[config.mk]
export PLATFORM = sky130hd
export DESIGN_NAME = video_timing_ctrl
export DESIGN_NICKNAME = d
export VERILOG_FILES = /design/src/rtl/video_timing_pkg.sv /design/src/rtl/video_timing_ctrl.sv
export SDC_FILE = /design/constraint.sdc
export NUM_CORES = 1
export LEC_CHECK = 0
export ABC_AREA = 1
export CAP_MARGIN = 30
export CELL_PAD_IN_SITES_DETAIL_PLACEMENT = 2
export CELL_PAD_IN_SITES_GLOBAL_PLACEMENT = 2
export CORE_MARGIN = 3
export CORE_UTILIZATION = 32
export CTS_CLUSTER_SIZE = 25
export DETAILED_ROUTE_END_ITERATION = 7
export MAX_ROUTING_LAYER = met4
export PLACE_DENSITY = 0.82
export SYNTH_ARGS = -nofsm -noshare
export SYNTH_HDL_FRONTEND = slang
export SYNTH_SLANG_ARGS = --single-unit
[constraint.sdc]
create_clock -name video_clk_pix -period 4.1 [get_ports video_clk_pix]
set_input_delay 1.23 -clock video_clk_pix [delete_from_list [all_inputs] [get_ports video_clk_pix]]
set_output_delay 1.23 -clock video_clk_pix [all_outputs]
set_load 0.01 [all_outputs]
[src/rtl/video_timing_pkg.sv]
// Shared definitions for the video timing controller: FSM state encoding
// and the default 1280x720 timing constants (pixels / lines).
// Imported by video_timing_ctrl.
package video_timing_pkg;

    typedef enum logic [1:0] {
        ST_IDLE  = 2'd0,
        ST_RUN   = 2'd1,
        ST_DRAIN = 2'd2
    } vt_state_t;

    // 720p horizontal timing, in pixels
    localparam int DEF_H_ACTIVE = 1280;
    localparam int DEF_H_FP     = 110;
    localparam int DEF_H_SYNC   = 40;
    localparam int DEF_H_BP     = 220;

    // 720p vertical timing, in lines
    localparam int DEF_V_ACTIVE = 720;
    localparam int DEF_V_FP     = 5;
    localparam int DEF_V_SYNC   = 5;
    localparam int DEF_V_BP     = 20;

endpackage

[src/rtl/video_timing_ctrl.sv]
// Purpose: raster timing generator (hsync/vsync/video_enable, sx/sy, strobes) on the pixel clock.
// Latency: every output registered and mutually aligned; first pixel (0,0) one clock after run is seen in IDLE.
// Backpressure: none; run is a level request, frames are never truncated, only reset abandons a frame.
//
// Ports: video_clk_pix (only clock), video_rst (async active-high), run (level request),
//        busy, hsync, vsync, video_enable, sx, sy, line_start, frame_start.
// Optional: define VIDEO_TIMING_CTRL_PREFETCH_EN to add sx_next/sy_next, the
//        coordinates sx/sy will show one cycle later (for a one-stage pipelined pattern generator).
module video_timing_ctrl
    import video_timing_pkg::*;
#(
    parameter int CORDW    = 16,
    parameter int H_ACTIVE = DEF_H_ACTIVE,
    parameter int H_FP     = DEF_H_FP,
    parameter int H_SYNC   = DEF_H_SYNC,
    parameter int H_BP     = DEF_H_BP,
    parameter int V_ACTIVE = DEF_V_ACTIVE,
    parameter int V_FP     = DEF_V_FP,
    parameter int V_SYNC   = DEF_V_SYNC,
    parameter int V_BP     = DEF_V_BP,
    parameter bit SYNC_POL = 1'b1
) (
    input  logic             video_clk_pix,
    input  logic             video_rst,
    input  logic             run,
    output logic             busy,
    output logic             hsync,
    output logic             vsync,
    output logic             video_enable,
    output logic [CORDW-1:0] sx,
    output logic [CORDW-1:0] sy,
    output logic             line_start,
    output logic             frame_start
`ifdef VIDEO_TIMING_CTRL_PREFETCH_EN
    ,
    output logic [CORDW-1:0] sx_next,
    output logic [CORDW-1:0] sy_next
`endif
);

    typedef logic [CORDW-1:0] cord_t;

    localparam int H_TOTAL = H_ACTIVE + H_FP + H_SYNC + H_BP;
    localparam int V_TOTAL = V_ACTIVE + V_FP + V_SYNC + V_BP;

    localparam cord_t ONE        = cord_t'(1);
    localparam cord_t H_LAST     = cord_t'(H_TOTAL - 1);
    localparam cord_t V_LAST     = cord_t'(V_TOTAL - 1);
    localparam cord_t H_ACT_END  = cord_t'(H_ACTIVE);
    localparam cord_t V_ACT_END  = cord_t'(V_ACTIVE);
    localparam cord_t H_SYNC_BEG = cord_t'(H_ACTIVE + H_FP);
    localparam cord_t H_SYNC_END = cord_t'(H_ACTIVE + H_FP + H_SYNC);
    localparam cord_t V_SYNC_BEG = cord_t'(V_ACTIVE + V_FP);
    localparam cord_t V_SYNC_END = cord_t'(V_ACTIVE + V_FP + V_SYNC);

    // Half-open range test [lo, hi)
    function automatic logic in_range(input cord_t v, input cord_t lo, input cord_t hi);
        return (v >= lo) && (v < hi);
    endfunction

    function automatic logic h_active(input cord_t x);
        return x < H_ACT_END;
    endfunction

    function automatic logic v_active(input cord_t y);
        return y < V_ACT_END;
    endfunction

    function automatic logic h_sync_zone(input cord_t x);
        return in_range(x, H_SYNC_BEG, H_SYNC_END);
    endfunction

    function automatic logic v_sync_zone(input cord_t y);
        return in_range(y, V_SYNC_BEG, V_SYNC_END);
    endfunction

    vt_state_t state;

    logic  line_last;
    logic  frame_last;
    logic  start;
    logic  advance;
    logic  pix_on;
    cord_t pix_x;
    cord_t pix_y;

    // Coordinates of the pixel to be presented after the next edge.
    // The only decision point inside a frame is its last pixel: run high
    // wraps straight into the next frame, run low returns to IDLE. Any run
    // activity before that only moves the FSM between RUN and DRAIN.
    always_comb begin
        line_last  = (sx == H_LAST);
        frame_last = line_last && (sy == V_LAST);
        start      = (state == ST_IDLE) && run;
        advance    = (state != ST_IDLE) && !(frame_last && !run);
        pix_on     = start || advance;
        pix_x      = '0;
        pix_y      = '0;
        if (advance && !line_last) begin
            pix_x = sx + ONE;
            pix_y = sy;
        end else if (advance && !frame_last) begin
            pix_y = sy + ONE;
        end
        // start, frame wrap and going idle all leave (0,0)
    end

    always_ff @(posedge video_clk_pix or posedge video_rst) begin
        if (video_rst) begin
            state        <= ST_IDLE;
            busy         <= 1'b0;
            sx           <= '0;
            sy           <= '0;
            video_enable <= 1'b0;
            hsync        <= ~SYNC_POL;
            vsync        <= ~SYNC_POL;
            line_start   <= 1'b0;
            frame_start  <= 1'b0;
        end else begin
            case (state)
                ST_IDLE: begin
                    if (run) state <= ST_RUN;
                end
                ST_RUN: begin
                    if (!run) state <= frame_last ? ST_IDLE : ST_DRAIN;
                end
                ST_DRAIN: begin
                    if (run)             state <= ST_RUN;
                    else if (frame_last) state <= ST_IDLE;
                end
                default: state <= ST_IDLE;
            endcase

            // pix_on is exactly "next state is not IDLE"
            busy         <= pix_on;
            sx           <= pix_x;
            sy           <= pix_y;
            video_enable <= pix_on && h_active(pix_x) && v_active(pix_y);
            hsync        <= (pix_on && h_sync_zone(pix_x)) ? SYNC_POL : ~SYNC_POL;
            vsync        <= (pix_on && v_sync_zone(pix_y)) ? SYNC_POL : ~SYNC_POL;
            line_start   <= pix_on && (pix_x == '0);
            frame_start  <= pix_on && (pix_x == '0) && (pix_y == '0);
        end
    end

`ifdef VIDEO_TIMING_CTRL_PREFETCH_EN
    // Lookahead coordinate: successor of the pixel being loaded into sx/sy.
    // After the last pixel of a frame the successor is (0,0) whether the
    // controller continues or returns to IDLE, so no knowledge of future run
    // is needed. In IDLE it stays 0, which is also the first pixel shown.
    always_ff @(posedge video_clk_pix or posedge video_rst) begin
        if (video_rst) begin
            sx_next <= '0;
            sy_next <= '0;
        end else if (pix_on) begin
            if (pix_x == H_LAST) begin
                sx_next <= '0;
                sy_next <= (pix_y == V_LAST) ? '0 : pix_y + ONE;
            end else begin
                sx_next <= pix_x + ONE;
                sy_next <= pix_y;
            end
        end else begin
            sx_next <= '0;
            sy_next <= '0;
        end
    end
`else
    // No lookahead outputs in this build.
`endif

endmodule

==> metrics.cfg, run 1 <==
[status]
status=completed

[drt]
drtAntennaViolNets=0
wl_um=8500
wl_per_cell_um=16.13
first_pass_iters=4
drt_iter0_drc=92
drc_errors=0
vias_per_cell=4.892
vias=2578

[clocking]
root_buffer=clkbuf_8
cts_tree=done
cts_setup_buffers=0
cts.sinks=40
clockBufferDepth=2
cts_buffers=5
hold_buffers=0
worstSkewPairLatency_ps=300
h-tree-depth=2
cts_resized=0
clkTransAtPathRegs_ps=90

[pwr]
power.leakage_nw=1.591
power.total_uw=854.9
powerDensity_nw_per_um2=270.0
ir_worst_vdd_mv=0.1485

[setup_path]
worst-r2r-setup-slack_ps=1710
cp_slowest_cell=clkdlybuf4s50_1
startpoint_type=register
max_stage_delay_ps=600
cp_cell_sequence=clkdlybuf4s50_1
critPathMaxFanout=10
required_ps=2870
arrival_ps=1440
critPathTopFamily=buffers and inverters
critPathCaptureType=output pin
worst-path-buf-inv=1
critPathKind=reg2out

[yosys]
yosysTopAreaCellShare_pct=38.57
yosysMostFrequentCell=nand2_1
yosysSeqAreaShare_pct=38.57
synth-edff-count=0
syn_avg_cell_area_sq_um=6.793
synth-async-reset-ratio_pct=100.0
ys.flop_type=dfrtp_1
ys_types=30
yosysTopAreaCell=dfrtp_1
syn-num-nets=389
synth_common_cells=nand2_1, nor2_1, inv_1
ys_ff_latch=40
synth.area.top_cells=dfrtp_1, nand2_1, nor2_1, nand3_1, inv_1
yosysWarnings=0
syn-cell-area_sq_um=2595
syn-instance-count=382

[layout]
n_antenna_cell=0
syn_to_final_growth_pct=22.03
nets=431
drive_above_1_share_pct=7.529
n_fill_cell=943

[timing]
relSlewSlack_pct=62.52
worstMarginPinSlew_ps=562.2
whs_ps=487.4
final_max_slew_viol_count=0
setup_violations=0
clock-skew-final_ps=6.861
finalCriticalPeriod_ps=2671
rsz0062_at_grt=no
hold_viol_final=0
period_share_pct=65.16
fin_tns_setup_ps=0
fmax_ghz=0.3743

[hold_path]
hold_class=reg2reg

[place]
gp_congestion=0.8155
dp_hpwl_um=6571
io_buffers=40

[die]
die_h_um=96.05
start_util_pct=33.24
die-area_sq_um=9226
core_area_sq_um=7807
pin_count=41
die_w_um=96.05
num_rows=32

[global_route]
grt_pass1_wl_um=14080
antenna_found_initial=0
grt_pass1_vias=2731
grtUsageTotal_pct=20.51
grt_overflow=0
grt_max_degree=41

[flow_run]
maxCapViolCount=0

## power breakdown
| group | internal (mW) | switching (mW) |
|---|---|---|
| Sequential | 0.412 | 0.0208 |
| Combinational | 0.0580 | 0.0833 |
| Clock | 0.119 | 0.162 |
## state kept, by name, indices dropped and copies added, names as in the netlist
name,flops
busy,1
frame_start,1
hsync,1
line_start,1
state,2
sx,16
sy,16
video_enable,1
vsync,1
## cells in the final DEF (no fill, tap or decap), drive strengths merged
cell type,count
a211oi,1
a21oi,4
buf,1
bufinv,1
clkbuf,5
clkdlybuf4s50,40
clkinv,4
dfrtp,40
ha,4
inv,52
nand2,115
nand3,39
nand3b,1
nand4,11
nor2,82
nor3,1
nor4,1
o21ai,6
o21bai,1
or2,5
xor2,11
## layout make-up
type / instances / area [sq um] / share of cell area (%)
clock buffer: 5 / 68.82 / 2.173
clock inverter: 3 / 18.77 / 0.5927
sequential: 40 / 1001 / 31.61
inverter: 54 / 219.0 / 6.914
timing repair buffer: 41 / 407.9 / 12.88
tap: 102 / 127.6 / 4.030
multi-input combinational: 282 / 1324 / 41.80
## final timing paths
path                                       from                     to  depth (start not counted)
min in group asynchronous             video_rst   state[1]$_DFFE_PP0P_                          3
min                        state[0]$_DFFE_PP0P_   state[0]$_DFFE_PP0P_                          1
max in group asynchronous             video_rst        sy[5]$_DFF_PP0_                          3
min reg2reg                state[0]$_DFFE_PP0P_   state[0]$_DFFE_PP0P_                          1
max                             sy[4]$_DFF_PP0_                  sy[4]                          1
max reg2reg                     sx[0]$_DFF_PP0_  frame_start$_DFF_PP0_                         13
## per-layer routing
metal | vias up | track usage (%) | part of all wire, %
li1 | 1259 | - | -
met3 | 4 | 3.362 | 2.0
met2 | 29 | 33.18 | 48
met1 | 1286 | 27.62 | 50
met5 | - | - | 0
met4 | 0 | 2.962 | 0.49
## stage by stage
step	std cells	area, sq um	setup WS, ps	utilization [%]
after global routing	527	3167	1370	40.56
after floorplan	382	2595	1952	-
final	527	3167	1429	40.56
after global placement	519	3079	1750	39.44
after detailed placement	519	3079	1687	39.44
after CTS	527	3167	1416	40.56
## kinds of logic after synthesis
group | synth area share [%]
buffers and inverters | 10.41
flip-flops | 38.57
AO/OA/AOI/OAI | 2.507
AND/OR/NAND/NOR | 42.86
XOR/XNOR | 3.713
adder cells (fa/ha/maj) | 1.929
(Power assumes the default switching activity.)
==> run 2, diff against run 1 <==
Settings changed: CORE_UTILIZATION 32 to 27, PLACE_DENSITY 0.82 to 0.74.
Clock period 4.1 ns to 2.2 ns, I/O delays scaled along.
==> run 2 against run 1 <==
Routed wire length grew 22%. Hold slack got worse by 4.5 ps. Sequential share of layout area shrank 4.9 points. Final cell count increased by 15%. Total power grew 110%. Largest cell class unchanged.
==> metrics.cfg, run 2 (synthesis results as in run 1) <==
[global_route]
grt_overflow=0  ; unchanged
antenna_found_initial=0  ; unchanged
grt_pass1_wl_um=16570  ; was 14,080 um
grt_pass1_vias=3209  ; was 2,731
grt_max_degree=41  ; unchanged
grtUsageTotal_pct=19.64  ; was 20.51%

[setup_path]
critPathCaptureType=output pin  ; unchanged
max_stage_delay_ps=530  ; was 600 ps
critPathKind=reg2out  ; unchanged
startpoint_type=register  ; unchanged
required_ps=1540  ; was 2870 ps
critPathTopFamily=buffers and inverters  ; unchanged
critPathMaxFanout=5  ; was 10
cp_cell_sequence=buf_4 > clkdlybuf4s50_1  ; was clkdlybuf4s50_1
arrival_ps=1430  ; was 1440 ps
worst-path-buf-inv=2  ; was 1
cp_slowest_cell=clkdlybuf4s50_1  ; unchanged

[timing]
rsz0062_at_grt=yes  ; was no
finalCriticalPeriod_ps=2093
hold_viol_final=0  ; unchanged
period_share_pct=95.12
clock-skew-final_ps=7.415  ; was 6.861 ps
worstMarginPinSlew_ps=351.4  ; was 562.2 ps
relSlewSlack_pct=76.50  ; was 62.52%
fin_tns_setup_ps=0  ; unchanged
final_max_slew_viol_count=0  ; unchanged
setup_violations=0  ; unchanged
fmax_ghz=0.4779

[place]
gp_congestion=0.7801  ; was 0.8155
io_buffers=40  ; unchanged
dp_hpwl_um=7870  ; was 6571 um

[die]
core_area_sq_um=9284  ; was 7807 sq um
die-area_sq_um=10820  ; was 9226 sq um
die_h_um=104.0  ; was 96.05 um
num_rows=35  ; was 32
pin_count=41  ; unchanged
start_util_pct=27.95  ; was 33.24%
die_w_um=104.0  ; was 96.05 um

[drt]
drt_iter0_drc=74  ; was 92
drc_errors=0  ; unchanged
wl_um=10330  ; was 8500 um
first_pass_iters=4  ; unchanged
wl_per_cell_um=17.05  ; was 16.13 um
vias_per_cell=4.711  ; was 4.892
drtAntennaViolNets=0  ; unchanged
vias=2855  ; was 2,578

[clocking]
worstSkewPairLatency_ps=300  ; about the same
cts_tree=done  ; unchanged
h-tree-depth=2  ; unchanged
cts.sinks=40  ; unchanged
clkTransAtPathRegs_ps=90  ; about the same
root_buffer=clkbuf_8  ; unchanged
cts_buffers=5  ; unchanged
clockBufferDepth=2  ; unchanged

[pwr]
comb_power_share_pct=20.8  ; was 16.5%
power.leakage_nw=1.914  ; was 1.591 nW
clock_power_share_pct=34.8  ; was 32.9%
powerDensity_nw_per_um2=469.6  ; was 270.0 nW/um^2
power.total_mw=1.772  ; was 854.9 uW
power_frac_seq_pct=44.4  ; was 50.6%
ir_worst_vdd_mv=0.2193  ; was 0.1485 mV
power.share.switching_pct=28.63  ; was 31.11%
power.switching_uw=507.3  ; was 265.9 uW
p_int_mw=1.265  ; was 589.0 uW

[layout]
final-seq-area_sq_um=1008  ; was 1001 sq um
final_common_cell=nand2_1  ; unchanged
top_regs=sx (16), sy (16), state (2)  ; unchanged
n_antenna_cell=0  ; unchanged
n_fill_cell=1135  ; was 943
nets=483  ; was 431
drive_above_1_share_pct=24.74  ; was 7.529%
syn_to_final_growth_pct=45.42  ; was 22.03%
most-common-layout-cells=nand2_1, nor2_1, buf_4  ; was nand2_1, nor2_1, inv_1
multiInputGateArea_sq_um=1435  ; was 1324 sq um

[hold_path]
hold_class=reg2reg  ; unchanged

[status]
status=completed  ; unchanged

[flow_run]
maxCapViolCount=0  ; unchanged

-- run 2: final timing paths --
check | from | endpoint | slack [ps] | cells after the start
max | sy[2]$_DFF_PP0_ | sy[2] | 110 | 2
min | state[0]$_DFFE_PP0P_ | state[1]$_DFFE_PP0P_ | 480 | 1
max reg2reg | sx[0]$_DFF_PP0_ | frame_start$_DFF_PP0_ | 130 | 14
min reg2reg | state[0]$_DFFE_PP0P_ | state[1]$_DFFE_PP0P_ | 480 | 1
max in group asynchronous | video_rst | sy[4]$_DFF_PP0_ | 1250 | 3
min in group asynchronous | video_rst | state[0]$_DFFE_PP0P_ | 710 | 3
-- run 2: final cells by class --
cell class | instances | share of cell area, %
Clock buffer | 5 | 1.824
Clock inverter | 3 | 1.127
Inverter | 54 | 5.802
Multi-Input combinational cell | 282 | 38.03
Sequential cell | 40 | 26.72
Tap cell | 129 | 4.277
Timing Repair Buffer | 93 | 22.21
-- run 2: metal layers --
metal / vias up / part of all wire [%] / track usage, %
met5: - / 0 / -
met4: 0 / 1.5 / 4.084
met3: 10 / 1.8 / 2.545
met2: 40 / 50 / 33.98
met1: 1444 / 47 / 24.69
li1: 1361 / - / -
-- run 2: metrics by stage --
step	util [%]	worst slack, ps	hold slack (ps)	cell area (sq um)	std cells
2_1_floorplan	-	342.7	438.4	2595	382
3_3_place_gp	36.95	-17.50	454.3	3431	585
3_5_place_dp	36.95	-65.92	474.5	3431	585
4_1_cts	38.29	0.2838	487.0	3555	593
5_1_grt	40.65	-53.64	515.8	3774	606
6_report	40.65	107.4	482.9	3774	606
-- run 2: power groups by stage --
stage	Sequential, mW	Clock (mW)	Combinational [mW]
detailed placement	0.802	0	0.357
global placement	0.800	0	0.347
finish	0.787	0.616	0.369
floorplan	0.824	0	0.146
global route	0.790	0.671	0.401
CTS	0.787	0.638	0.360
-- run 2: repair_timing --
item	CTS	global route
resized for setup	5	37
endpoints found under the setup margin	3	7
pin swaps	1	15
hold endpoints to repair	0	0
hold buffers	0	0
setup buffers	0	13
==> run 3, diff against run 2 <==
Settings changed: MAX_ROUTING_LAYER met4 to not set.
==> run 3 against run 2 <==
Maximum frequency fell by 0.12%. Total power increased by 0.12%. Combinational power about the same. Utilization shrank 0.39 points. Count of clock-buffer cells in the layout stayed put. Largest power group unchanged.
==> metrics.cfg, run 3 (synthesis results as in run 1) <==
[status]
status=completed  ; unchanged

[setup_path]
max_stage_delay_ps=530  ; about the same
critPathMaxFanout=5  ; unchanged
cp_cell_sequence=buf_4 > clkdlybuf4s50_1  ; unchanged
required_ps=1540  ; about the same
critPathCaptureType=output pin  ; unchanged
cp_slowest_cell=clkdlybuf4s50_1  ; unchanged
startpoint_type=register  ; unchanged
critPathKind=reg2out  ; unchanged
arrival_ps=1440  ; was 1430 ps

[drt]
first_pass_iters=4  ; unchanged
drtAntennaViolNets=0  ; unchanged
drt_iter0_drc=71  ; was 74
vias=2865  ; was 2,855
wl_um=10300  ; was 10,330 um
drc_errors=0  ; unchanged
wl_per_cell_um=17.06  ; was 17.05 um
vias_per_cell=4.743  ; was 4.711

[clocking]
h-tree-depth=2  ; unchanged
clockBufferDepth=2  ; unchanged
hold_buffers=0  ; unchanged
clkTransAtPathRegs_ps=90  ; about the same
cts.sinks=40  ; unchanged
root_buffer=clkbuf_8  ; unchanged
cts_tree=done  ; unchanged
worstSkewPairLatency_ps=300  ; about the same
cts_buffers=5  ; unchanged

[pwr]
power.share.switching_pct=28.73  ; was 28.63%
power.switching_uw=509.7  ; was 507.3 uW
p_int_mw=1.264  ; was 1.265 mW
power.leakage_nw=1.887  ; was 1.914 nW
power_frac_seq_pct=44.3  ; was 44.4%
ir_worst_vdd_mv=0.2229  ; was 0.2193 mV
powerDensity_nw_per_um2=474.7  ; was 469.6 nW/um^2
comb_power_share_pct=20.8  ; about the same
clock_power_share_pct=34.9  ; was 34.8%

[timing]
fmax_ghz=0.4773  ; was 0.4779 GHz
worstMarginPinSlew_ps=342.8  ; was 351.4 ps
relSlewSlack_pct=77.07  ; was 76.50%
final_max_slew_viol_count=0  ; unchanged
setup_violations=0  ; unchanged
fin_tns_setup_ps=0  ; unchanged
period_share_pct=95.23  ; was 95.12%
hold_viol_final=0  ; unchanged
rsz0062_at_grt=yes  ; unchanged
clock-skew-final_ps=8.189  ; was 7.415 ps
finalCriticalPeriod_ps=2095  ; was 2093 ps

[place]
gp_congestion=0.7698  ; was 0.7801
dp_hpwl_um=7870  ; unchanged
dpl.cell_count=585  ; unchanged
io_buffers=40  ; unchanged

[die]
die-area_sq_um=10820  ; unchanged
pin_count=41  ; unchanged
core_area_sq_um=9284  ; unchanged
num_rows=35  ; unchanged
start_util_pct=27.95  ; unchanged
die_h_um=104.0  ; unchanged
die_w_um=104.0  ; unchanged

[global_route]
grt_use_met3_pct=2.669  ; was 2.545%
use_met1_pct=24.69  ; unchanged
grt_pass1_wl_um=16590  ; was 16,570 um
grt_overflow=0  ; unchanged
grtUsageTotal_pct=19.11  ; was 19.64%
busiest_layer=met2  ; unchanged
grt_max_degree=41  ; unchanged
use_met2_pct=33.94  ; was 33.98%
antenna_found_initial=0  ; unchanged
grt_pass1_vias=3207  ; was 3,209

[layout]
syn_to_final_growth_pct=44.02  ; was 45.42%
most-common-layout-cells=nand2_1, nor2_1, buf_4  ; unchanged
drive_above_1_share_pct=23.37  ; was 24.74%
top_regs=sx (16), sy (16), state (2)  ; unchanged
final_common_cell=nand2_1  ; unchanged
n_antenna_cell=0  ; unchanged
finalNonFillerCells=604  ; was 606
nets=481  ; was 483

[flow_run]
maxCapViolCount=0  ; unchanged

[hold_path]
hold_class=reg2reg  ; unchanged

==> run 3: power by group through the flow <==
stage	logic (mW)	registers (mW)	clock network, mW
finish	0.368	0.787	0.619
global route	0.401	0.790	0.669
CTS	0.360	0.787	0.638
detailed placement	0.357	0.802	0
global placement	0.347	0.800	0
floorplan	0.146	0.824	0
==> run 3: repair_timing <==
| item | in CTS | in global routing |
|---|---|---|
| buffers inserted | 0 | 11 |
| pin swaps | 1 | 13 |
| resized for setup | 5 | 30 |
| setup endpoints to repair | 3 | 7 |
==> run 3: stage by stage <==
stage	utilization [%]	power [mW]	instance area (sq um)	setup slack (ps)	hold slack, ps
after CTS	38.29	1.786	3555	0.2838	487.0
after global routing	40.26	1.860	3737	-33.19	516.0
final	40.26	1.774	3737	105.0	483.1
after floorplan	-	0.9701	2595	342.7	438.4
after detailed placement	36.95	1.159	3431	-65.92	474.5
after global placement	36.95	1.147	3431	-17.50	454.3
==> run 3: final cells by class <==
type                    count  area (sq um)
inverters                  54         219.0
well taps                 129         161.4
fillers                  1144          5547
clock inverters             3         42.54
clock buffers               5         68.82
multi-input cells         282          1414
flip-flops and latches     40          1008
repair buffers             91         823.3
==> run 3: path summary, 6_finish.rpt <==
kind / to / startpoint / depth (start not counted) / slack (ps)
setup / recovery: sy[2] / sy[2]$_DFF_PP0_ / 2 / 100
hold / removal: state[1]$_DFFE_PP0P_ / state[0]$_DFFE_PP0P_ / 1 / 480
setup reg to reg: video_enable$_DFF_PP0_ / sx[8]$_DFF_PP0_ / 12 / 130
hold reg to reg: state[1]$_DFFE_PP0P_ / state[0]$_DFFE_PP0P_ / 1 / 480
max in group asynchronous: sx[8]$_DFF_PP0_ / video_rst / 3 / 1260
min in group asynchronous: sy[2]$_DFF_PP0_ / video_rst / 3 / 710
==> run 3: critical path: cells and delay by family, from the launching register on <==
| family | cells | cell delay, ps |
|---|---|---|
| buf+inv | 2 | 690 |
| flops | 1 | 440 |
==> run 3: routing by layer <==
layer | wire [um] | vias to the layer above
li1 | - | 1359
met1 | 4698 | 1446
met2 | 5215 | 51
met3 | 249 | 9
met4 | 141 | 0
met5 | 0 | -
